$ cat src/rtl/therm_pkg.sv
// Shared types and helpers for the flash-ADC thermometer path.
package therm_pkg;

  localparam int N_COMP_DEF = 15;
  localparam int BCNT_W     = 8;

  typedef logic [N_COMP_DEF-1:0] therm_t;

  // Legal thermometer word with the lowest 'count' bits set.
  function automatic therm_t therm_from_count(input int unsigned count);
    therm_t t;
    for (int i = 0; i < N_COMP_DEF; i++) begin
      t[i] = (i < count);
    end
    return t;
  endfunction

endpackage

$ cat src/rtl/therm_sync.sv
// Multi-bit, STAGES-deep flop synchronizer for the asynchronous comparator outputs.
module therm_sync #(
  parameter int W      = 15,
  parameter int STAGES = 2
) (
  input  logic         clk,
  input  logic         rst_n,
  input  logic [W-1:0] i_d,
  output logic [W-1:0] o_q
);

  logic [W-1:0] r_stage [STAGES];

  always_ff @(posedge clk or negedge rst_n) begin
    if (!rst_n) begin
      for (int s = 0; s < STAGES; s++) begin
        r_stage[s] <= '0;
      end
    end else begin
      r_stage[0] <= i_d;
      for (int s = 1; s < STAGES; s++) begin
        r_stage[s] <= r_stage[s-1];
      end
    end
  end

  assign o_q = r_stage[STAGES-1];

endmodule

$ cat src/rtl/therm_capture.sv
// Comparator capture, 3-tap majority bubble correction and output handshake register.
// Optional saturating bubble counter enabled by defining THERM_BUBBLE_CNT_EN.
module therm_capture
  import therm_pkg::*;
#(
  parameter int N_COMP      = N_COMP_DEF,
  parameter int SYNC_STAGES = 2
) (
  input  logic              clk,
  input  logic              rst_n,
  input  logic [N_COMP-1:0] comp_in,
  input  logic              sample_en,
  output logic [N_COMP-1:0] therm_out,
  output logic              therm_valid,
  input  logic              therm_ready,
  output logic              bubble_err,
  output logic              overrun,
  output logic [BCNT_W-1:0] bubble_cnt,
  input  logic              cnt_clr
);

  localparam int POP_W = $clog2(N_COMP + 1);

  logic [N_COMP-1:0] w_sync_q;
  logic [N_COMP-1:0] r_cap;
  logic              r_cap_vld;
  logic [N_COMP+1:0] w_ext;
  logic [N_COMP-1:0] w_maj;
  logic [POP_W-1:0]  w_pop;
  logic [N_COMP-1:0] w_corr;
  logic              w_accept;

  therm_sync #(.W(N_COMP), .STAGES(SYNC_STAGES)) u_sync (
    .clk   (clk),
    .rst_n (rst_n),
    .i_d   (comp_in),
    .o_q   (w_sync_q)
  );

  always_ff @(posedge clk or negedge rst_n) begin
    if (!rst_n) begin
      r_cap     <= '0;
      r_cap_vld <= 1'b0;
    end else begin
      r_cap_vld <= sample_en;
      if (sample_en) begin
        r_cap <= w_sync_q;
      end
    end
  end

  // Pad with a 1 below the lowest threshold and a 0 above the highest.
  assign w_ext = {1'b0, r_cap, 1'b1};

  always_comb begin
    w_maj  = '0;
    w_pop  = '0;
    w_corr = '0;
    for (int i = 0; i < N_COMP; i++) begin
      w_maj[i] = (w_ext[i] & w_ext[i+1]) | (w_ext[i] & w_ext[i+2]) |
                 (w_ext[i+1] & w_ext[i+2]);
    end
    for (int i = 0; i < N_COMP; i++) begin
      w_pop = w_pop + POP_W'(w_maj[i]);
    end
    for (int i = 0; i < N_COMP; i++) begin
      w_corr[i] = (i < int'(w_pop));
    end
  end

  // Handshake: a word transfers in any cycle where therm_valid && therm_ready.
  // While valid && !ready the word is held, unless a newer sample overwrites
  // it (overrun). A load in the acceptance cycle replaces it cleanly.
  assign w_accept = therm_valid & therm_ready;

  always_ff @(posedge clk or negedge rst_n) begin
    if (!rst_n) begin
      therm_out   <= '0;
      therm_valid <= 1'b0;
      bubble_err  <= 1'b0;
      overrun     <= 1'b0;
    end else begin
      bubble_err <= r_cap_vld && (r_cap != w_corr);
      if (r_cap_vld) begin
        therm_out   <= w_corr;
        therm_valid <= 1'b1;
      end else if (w_accept) begin
        therm_valid <= 1'b0;
      end
      if (r_cap_vld && therm_valid && !therm_ready) begin
        overrun <= 1'b1;
      end else if (cnt_clr) begin
        overrun <= 1'b0;
      end
    end
  end

`ifdef THERM_BUBBLE_CNT_EN
  logic [BCNT_W-1:0] r_bcnt;

  always_ff @(posedge clk or negedge rst_n) begin
    if (!rst_n) begin
      r_bcnt <= '0;
    end else if (cnt_clr) begin
      r_bcnt <= bubble_err ? BCNT_W'(1) : '0;
    end else if (bubble_err && (r_bcnt != '1)) begin
      r_bcnt <= r_bcnt + BCNT_W'(1);
    end
  end

  assign bubble_cnt = r_bcnt;
`else
  assign bubble_cnt = '0;
`endif

endmodule

$ cat config.mk
export PLATFORM = sky130hd
export DESIGN_NAME = therm_capture
export DESIGN_NICKNAME = d
export VERILOG_FILES = /design/src/rtl/therm_pkg.sv /design/src/rtl/therm_sync.sv /design/src/rtl/therm_capture.sv
export SDC_FILE = /design/constraint.sdc
export NUM_CORES = 1
export LEC_CHECK = 0
export CORE_MARGIN = 2
export CORE_UTILIZATION = 50
export DETAILED_ROUTE_END_ITERATION = 10
export PLACE_DENSITY = 0.75
export SLEW_MARGIN = 20
export SYNTH_ARGS = -nofsm -noshare
export SYNTH_HDL_FRONTEND = slang
export SYNTH_SLANG_ARGS = --single-unit
$ cat constraint.sdc
create_clock -name clk -period 11.24 [get_ports clk]
set_input_delay 2.81 -clock clk [delete_from_list [all_inputs] [get_ports clk]]
set_output_delay 2.81 -clock clk [all_outputs]
set_load 0.02 [all_outputs]
==> run metrics <==
worst min path class reg -> reg; die area roughly 0.0064 mm²; routed via count around 1800; TNS Setup 0 ns; Die Span Y ~80 µm; number of flip-flops and latches in the synthesized netlist 64; dominant cells by area after synthesis sky130_fd_sc_hd__dfrtp_1 (56%), sky130_fd_sc_hd__fa_1 (7.0%), sky130_fd_sc_hd__mux2_2 (6.7%); count of buffers from port buffering 37; Total Nets Final around 300; status completed; maximum number of pins on one net before global-route repair 65; clock tree root driver cell sky130_fd_sc_hd__clkbuf_8; post-detailed-route count of antenna-violating nets 0; clock transition time at the flip-flop clock pins of the worst setup and hold paths roughly 0.070 ns; fraction of final layout cells sized beyond drive strength 1 0.138; top-level I/O count between 40 and 50; number of failing setup endpoints in the final timing report 0; CTS Buf Count 9; final-layout fill cell count 457; unique cell type count in the Yosys netlist 42; CP Cell Sequence maj3_1 -> fa_1 -> fa_1 -> fa_1 -> inv_1 -> fa_1 -> fa_1 -> fa_1 -> nor2_1 -> xnor2_1 -> or3_1 -> a21boi_1 -> o21ai_1 -> o41a_1; type of destination of the critical path register; Crit path top cell by count sky130_fd_sc_hd__fa_1; synthesis-to-finish area growth 22.1%; die outline width around 80 µm; share of flip-flops with an asynchronous set or reset 1.00; estimated wirelength of the detail-placed design around 3.7 mm; met2 layer usage reported by global route 0.303; worst setup path category reg -> reg; predominant post-synthesis flop cell sky130_fd_sc_hd__dfrtp_1; clock tree from TritonCTS yes; area of the mapped netlist 0.00287 mm²; clock skew between 0.005 and 0.006 ns; largest area contributor in the synthesized netlist sky130_fd_sc_hd__dfrtp_1; count of buffer and inverter cells on the critical path 1; count of hold-fix buffers inserted at cts 0; share of the synthesized area in the top cell type 0.558; required arrival time at the worst endpoint 11.45 ns; Total Wirelength between 5 and 6 mm; headroom to the max-slew limit 0.429; max-cap check violation count 0; cell family with the largest share of critical-path delay adder cells; average instance area after synthesis around 12 µm²; Antenna diodes 0; first-pass GRT wire length between 9 and 10 mm; number of global-route vias before repair 1857; cells after synthesis approximately 240; crit path max-delay cell type sky130_fd_sc_hd__fa_1; post-cts repair resize count 0; post-DR vias/cell between 5 and 6; total count of max-transition violations in the final report 0; maximum count of clock buffers along a single path 2; number of flops mapped to enable cells by yosys 0; clk_lat worst skew ~0.33 ns; number of endpoints with negative hold slack in the final report 0; CTS H-tree depth 3; core area ~0.0055 mm²; weighted congestion reported at the end of routability-driven placement roughly 0.9; clock sink total 64; actual transition at the worst max-transition pin 0.857 ns; critical path startpoint category register; drt wl/cell between 10 and 15 µm; initial DRC count around 150; number of antenna violations at the first check in global routing 0; RSZ-0062 raised after global routing false; post-route clock period utilization 0.510; sequential area share after synthesis 0.558; total track usage 0.194; largest incremental delay on the critical path 0.60 ns; setup bufs post-CTS 0; shortest period the worst path allows 5.74 ns; row count 27; Synth warnings 0; DR pass1 iterations 4; gr ovfl total 0; count of unresolved DRC violations after routing 0; Worst Path Arrival just under 6 ns; met1 Use GR 0.264; Global Route met3 Usage 0.0419; initial cell density of the core 0.518; Most Used Layer, Global Route met2; Max Freq approximately 170 MHz; maximum fanout along the worst path 9
==> synthesized netlist by cell type (2+ instances only) <==
master	count
sky130_fd_sc_hd__dfrtp_1	64
sky130_fd_sc_hd__nor2_1	19
sky130_fd_sc_hd__mux2_2	17
sky130_fd_sc_hd__inv_1	16
sky130_fd_sc_hd__o21ai_0	12
sky130_fd_sc_hd__fa_1	10
sky130_fd_sc_hd__a21oi_1	9
sky130_fd_sc_hd__clkbuf_1	9
sky130_fd_sc_hd__maj3_1	9
sky130_fd_sc_hd__nand2_1	9
sky130_fd_sc_hd__buf_4	8
sky130_fd_sc_hd__a21o_1	6
sky130_fd_sc_hd__a31oi_1	6
sky130_fd_sc_hd__nand3_1	5
sky130_fd_sc_hd__nor3_1	4
sky130_fd_sc_hd__o211ai_1	3
sky130_fd_sc_hd__o22ai_1	3
sky130_fd_sc_hd__a21boi_1	2
sky130_fd_sc_hd__buf_2	2
sky130_fd_sc_hd__ha_1	2
sky130_fd_sc_hd__nor4_1	2
sky130_fd_sc_hd__o21ai_1	2
sky130_fd_sc_hd__o31ai_1	2
sky130_fd_sc_hd__or3_1	2
==> cell families after synthesis <==
logic type,share of synthesized area
multiplexers,0.0667
flip-flops,0.558
AO/OA/AOI/OAI,0.110
adder cells (fa/ha/maj),0.110
buffers and inverters,0.0584
other,0.00131
XOR/XNOR,0.0174
AND/OR/NAND/NOR,0.0781
==> routing by layer <==
metal  wire (µm)  part of all wire
met4          98             0.019
met3         263             0.050
met5           0                 0
met1        2380              0.46
met2        2480              0.47
==> sequential cells by signal, summed over array words and instances, names as in the netlist <==
signal / cells
bubble_err: 1
therm_out: 15
r_cap_vld: 1
overrun: 1
therm_valid: 1
r_cap: 15
u_sync.r_stage: 15
u_sync.o_q: 15
==> worst register-to-register path, delay by kind of cell, from the launching register on <==
family                   cells  cell delay (ns)
buffers and inverters        1             0.06
AO/OA/AOI/OAI                3             0.66
AND/OR/NAND/NOR              2             0.71
flip-flops                   1             0.47
adder cells (fa/ha/maj)      7             3.55
XOR/XNOR                     1             0.15
==> metrics by stage <==
step / util / hold slack, ns / worst slack (ns) / cell area (µm²) / instances
finish: 0.632 / 0.348 / 5.50 / 3500 / 354
global route: 0.632 / 0.355 / 5.31 / 3500 / 354
CTS: 0.632 / 0.350 / 5.51 / 3500 / 354
detailed placement: 0.587 / 0.335 / 5.54 / 3250 / 338
global placement: 0.587 / 0.332 / 5.54 / 3250 / 338
floorplan: - / 0.331 / 5.90 / 2900 / 248
==> cell usage in the layout, fill, tap and decap left out, types with 3 or more instances in the layout <==
| cell | synthesis | final |
|---|---|---|
| sky130_fd_sc_hd__a21o_1 | 6 | 6 |
| sky130_fd_sc_hd__a21oi_1 | 9 | 9 |
| sky130_fd_sc_hd__a31oi_1 | 6 | 6 |
| sky130_fd_sc_hd__bufinv_16 | 0 | 3 |
| sky130_fd_sc_hd__clkbuf_8 | 0 | 10 |
| sky130_fd_sc_hd__clkdlybuf4s50_1 | 0 | 36 |
| sky130_fd_sc_hd__conb_1 | 1 | 8 |
| sky130_fd_sc_hd__dfrtp_1 | 64 | 64 |
| sky130_fd_sc_hd__fa_1 | 10 | 10 |
| sky130_fd_sc_hd__inv_1 | 16 | 16 |
| sky130_fd_sc_hd__maj3_1 | 9 | 9 |
| sky130_fd_sc_hd__mux2_2 | 17 | 17 |
| sky130_fd_sc_hd__nand2_1 | 9 | 9 |
| sky130_fd_sc_hd__nand3_1 | 5 | 5 |
| sky130_fd_sc_hd__nor2_1 | 19 | 19 |
| sky130_fd_sc_hd__nor3_1 | 4 | 4 |
| sky130_fd_sc_hd__o211ai_1 | 3 | 3 |
| sky130_fd_sc_hd__o21ai_0 | 12 | 12 |
| sky130_fd_sc_hd__o22ai_1 | 3 | 3 |
==> worst paths after layout <==
path                       cells after the start          startpoint             to  slack (ns)
max                                           14            r_cap[5]     bubble_err        5.50
min                                            0  u_sync.r_stage[22]  u_sync.o_q[7]        0.35
max reg2reg                                   14            r_cap[5]     bubble_err        5.50
min reg2reg                                    0  u_sync.r_stage[22]  u_sync.o_q[7]        0.35
max in group asynchronous                      2               rst_n   therm_out[3]        8.10
min in group asynchronous                      2               rst_n      r_cap[11]        2.62
==> layout make-up <==
type                       instances  area [µm²]  area share
multi-input combinational        148        1130       0.321
timing repair buffer              38         373       0.106
sequential                        64        1600       0.457
clock buffer                      10         138      0.0393
clock inverter                     6         115      0.0329
tap                               72        90.1      0.0257
inverter                          16        60.1      0.0171
Power is not shown: default switching activity piles up to over one toggle a cycle in this logic, so the estimate is an artifact.
==> patch 1: new RTL, same flow settings <==
Change the package constant `BCNT_W` from 8 to 7.
--- a/src/rtl/therm_pkg.sv
+++ b/src/rtl/therm_pkg.sv
@@ -4,3 +4,3 @@
   localparam int N_COMP_DEF = 15;
-  localparam int BCNT_W     = 8;
+  localparam int BCNT_W     = 7;
 
Interface: changed (resized bubble_cnt); port bits go from 46 to 45. The function was not compared with the original's and may differ.
==> patch 1 against the original RTL <==
- sequential cell count unchanged
- area after synthesis fell by 0.26%
- routed wire length down 0.69%
- worst setup slack improved by 0.11 ns
- die area is 0.25% lower
- final area shrank 1.4%
- core utilization fell by 0.48 points
- final cell count fell by 0.56%
- highest routed layer unchanged
Power is not shown: default switching activity piles up to over one toggle a cycle in this logic, so the estimate is an artifact.
==> patch 1: results (changes against the original RTL) <==
stage,metric,value,unit,change
logic_synthesis,"top cells by area, synth","dfrtp_1 56%, fa_1 7.0%, mux2_2 6.7%, maj3_1 3.1%, nor2_1 2.5%",,
clock_network,Clock Tree Buf Depth,2,,unchanged
logic_synthesis,Post-synth top cells,"64 x dfrtp_1, 19 x nor2_1, 17 x mux2_2, 16 x inv_1, 12 x o21ai_0",,
cells_and_area,share of layout cells above drive strength 1,13.6,%,-0.26 points
clock_network,"CTS clk-pin slew, worst paths",0.07,ns,about the same
logic_synthesis,register area share after synthesis,56.0,%,+0.15 points
logic_synthesis,library cells used by synthesis,42,,unchanged
placement,post-DP HPWL,3.67,mm,-0.18%
drt,Via Count,1833,,+0.60%
worst_setup_path,CP Max Fanout,9,,unchanged
global_route,first-pass GRT wire length,8.76,mm,-3.6%
global_route,gr usage total,18.7,%,-0.75 points
sta,smallest hold slack,0.343,ns,-0.00484 ns
clock_network,H-tree depth,3,,unchanged
worst_setup_path,Crit path arrival time,5.85,ns,-0.09 ns
placement,# port buffers,37,,unchanged
global_route,met2 GRT Util,29.0,%,-1.3 points
outcome,status,completed,,
clock_network,Post CTS Setup Buffer Count,0,,unchanged
placement,RD Place Congestion,0.934,,+1.2%
cells_and_area,# diodes,0,,unchanged
logic_synthesis,Synth async-reset ratio,100,%,unchanged
global_route,M3 GR Usage,4.52,%,+0.34 points
drt,WL final,5.19,mm,-0.69%
sta,clk_skew,0.00889,ns,+0.00335 ns
clock_network,Resized Gates After CTS,0,,unchanged
drt,Iter 0 DRT Violations,140,,-6.0%
cells_and_area,post-layout net count,308,,-0.32%
global_route,global-route track usage on met1,24.4,%,-2.0 points
logic_synthesis,Syn. warnings,0,,unchanged
worst_setup_path,R2R setup slack,5.61,ns,+0.11 ns
global_route,largest net degree at the start of global routing,65,,unchanged
clock_network,CTS Buf Count,9,,unchanged
sta,Slew HR,42.2,%,-0.64 points
[patch 1: through the flow]
step           instances  util [%]  instance area (um^2)  setup slack [ns]
6_report             352      62.8                  3460              5.61
4_1_cts              352      62.8                  3460              5.63
3_5_place_dp         337      59.0                  3250              5.69
3_3_place_gp         337      59.0                  3250              5.63
2_1_floorplan        246         -                  2880              5.90
5_1_grt              352      62.8                  3460              5.40
[patch 1: worst max-delay path: stages (launching register included)]
cell      delay, ns
dfrtp_1        0.46
maj3_1         0.40
fa_1           0.56
fa_1           0.44
fa_1           0.54
inv_1          0.05
fa_1           0.50
fa_1           0.47
fa_1           0.59
nor2_1         0.35
xnor2_1        0.14
or3_1          0.32
a21boi_1       0.15
o21ai_1        0.10
o41a_1         0.43
[patch 1: cell type report]
class	instances	area (um^2)
well taps	72	90.1
inverters	16	60.1
multi-input cells	147	1120
clock inverters	6	85.1
clock buffers	9	124
flip-flops and latches	64	1600
fillers	416	2050
repair buffers	38	373
[patch 1: logic make-up (layout without fill, tap and decap cells)]
group / after synthesis / count (layout) / synth area share, %
compound gates: 50 / 50 / 11.0
xor+xnor: 4 / 4 / 1.75
fa+ha+maj: 21 / 21 / 11.0
buf+inv: 35 / 69 / 5.60
flops: 64 / 64 / 56.0
mux: 17 / 17 / 6.69
other cells: 1 / 7 / 0.131
simple gates: 48 / 48 / 7.83
[patch 1: routing by layer]
layer / up-vias / wire length [um]
met2: 50 / 2530
met4: 0 / 122
met5: - / 0
met1: 892 / 2340
met3: 11 / 194
li1: 880 / -
[patch 1: path summary, 6_finish.rpt]
check / from / to / cells after the start
worst max-delay path: r_cap[5]$_DFFE_PN0P_ / bubble_err$_DFF_PN0_ / 14
min in group asynchronous: rst_n / r_cap[13]$_DFFE_PN0P_ / 2
worst max register to register: r_cap[5]$_DFFE_PN0P_ / bubble_err$_DFF_PN0_ / 14
max in group asynchronous: rst_n / u_sync.r_stage[26]$_DFF_PN0_ / 2
worst min register to register: u_sync.r_stage[26]$_DFF_PN0_ / u_sync.o_q[11]$_DFF_PN0_ / 0
worst min-delay path: u_sync.r_stage[26]$_DFF_PN0_ / u_sync.o_q[11]$_DFF_PN0_ / 0
==> patch 2: new RTL, same settings <==
Without the edit above. Register the output `overrun` once more, without a reset; this adds one clock of latency there. The other outputs are not delayed to match. Comments in the files are not updated.
--- a/src/rtl/therm_capture.sv
+++ b/src/rtl/therm_capture.sv
@@ -22,2 +22,4 @@
   localparam int POP_W = $clog2(N_COMP + 1);
+
+  logic overrun_s0;
 
@@ -80,3 +82,3 @@
       bubble_err  <= 1'b0;
-      overrun     <= 1'b0;
+      overrun_s0  <= 1'b0;
     end else begin
@@ -90,5 +92,5 @@
       if (r_cap_vld && therm_valid && !therm_ready) begin
-        overrun <= 1'b1;
+        overrun_s0 <= 1'b1;
       end else if (cnt_clr) begin
-        overrun <= 1'b0;
+        overrun_s0 <= 1'b0;
       end
@@ -115,2 +117,6 @@
 
+  always_ff @(posedge clk) begin
+    overrun <= overrun_s0;
+  end
+
 endmodule
Check against the original RTL: not equivalent (a bounded check fails within 4 cycles, from zero or initial values and one cycle with rst_n low).
==> patch 2 against the original RTL <==
- sequential cell count increased by 1
- clock skew is 0.0066 ns higher
- global-route usage about the same
- worst setup slack got worse by 0.014 ns
- sequential share of layout area up 0.95 points
- maximum frequency decreased by 0.25%
- routed wire length rose by 7.3%
- hold slack worse by 0.00093 ns
- final cell count up 1.1%
- final area decreased by 0.82%
- area after synthesis rose by 2.0%
- core utilization fell by 0.90 points
- critical endpoint unchanged
- largest cell class unchanged
- highest routed layer unchanged
Power is left out: the tool's default activity adds up to more than one toggle a clock period on the data nets, which glitch-free logic cannot reach.
==> patch 2: results (changes against the original RTL) <==
stage,metric,value,unit,change
cells_and_area,ClkCell Share,4.68,%,-2.5 points
logic_synthesis,library cells used by synthesis,47,,+12%
cells_and_area,Fillers,452,,-1.1%
sta,clk_skew,0.0122,ns,+0.00662 ns
logic_synthesis,post-synthesis compound-gate area fraction,14.5,%,+3.5 points
cells_and_area,post-layout net count,313,,+1.3%
cells_and_area,share of layout cells above drive strength 1,14.3,%,+0.51 points
placement,Cells after DPL,342,,+1.2%
cells_and_area,Seq area share,46.7,%,+0.95 points
cells_and_area,"Non-clock buffers, area share",10.7,%,+0.088 points
sta,Worst Max-Slew Pin Slew,0.759,ns,-0.0981 ns
global_route,gr usage total,19.4,%,+0.020 points
drt,Metal-1 WL,2.44,mm,+2.5%
drt,met3 wire length,437,um,+66%
worst_setup_path,FF-to-FF path depth,13,,-1
logic_synthesis,Synth async-reset ratio,98.5,%,-1.5 points
cells_and_area,area of the multi-input gates,1160,um^2,+2.7%
drt,via/cell ratio,5.48,,+6.5%
logic_synthesis,Post-synth top cells,"64 x dfrtp_1, 19 x inv_1, 16 x nor2_1, 13 x mux2_2, 12 x o21ai_0",,
global_route,vias in the first global route,1820,,-2.0%
worst_setup_path,R2R setup slack,5.49,ns,about the same
drt,Iter 0 DRT Violations,194,,+30%
global_route,global-route track usage on met1,26.4,%,+0.035 points
sta,fmax,174,MHz,-0.25%
drt,WL/cell,15.7,um,+6.1%
logic_synthesis,mean post-synth cell area,12.0,um^2,+0.38%
logic_synthesis,Synth Area in Adders,10.4,%,-0.56 points
cells_and_area,invs w/o clock,19,,+3
logic_synthesis,register area share after synthesis,55.4,%,-0.44 points
drt,routed wl met2,2.61,mm,+5.4%
cells_and_area,Seq Cell Count,65,,+1.6%
outcome,status,completed,,
global_route,M3 GR Usage,6.63,%,+2.4 points
logic_synthesis,"top cells by area, synth","dfrtp_1 55%, fa_1 6.8%, mux2_2 5.0%, maj3_1 2.7%, inv_1 2.4%",,
logic_synthesis,mux share of post-synthesis cell area,5.00,%,-1.7 points
sta,smallest hold slack,0.347,ns,-0.000926 ns
patch 2: through the flow:
step / utilization (%) / instance area (um^2)
finish: 62.3 / 3470
CTS: 62.3 / 3470
detailed placement: 59.4 / 3310
global route: 62.3 / 3470
global placement: 59.4 / 3310
floorplan: - / 2950
patch 2: final timing paths:
path                                              startpoint                       end
worst max-delay path                    r_cap[2]$_DFFE_PN0P_      bubble_err$_DFF_PN0_
max in group asynchronous                              rst_n     r_cap[10]$_DFFE_PN0P_
worst min register to register  u_sync.r_stage[22]$_DFF_PN0_   u_sync.o_q[7]$_DFF_PN0_
worst max register to register          r_cap[2]$_DFFE_PN0P_      bubble_err$_DFF_PN0_
min in group asynchronous                              rst_n  therm_out[3]$_DFFE_PN0P_
worst min-delay path            u_sync.r_stage[22]$_DFF_PN0_   u_sync.o_q[7]$_DFF_PN0_
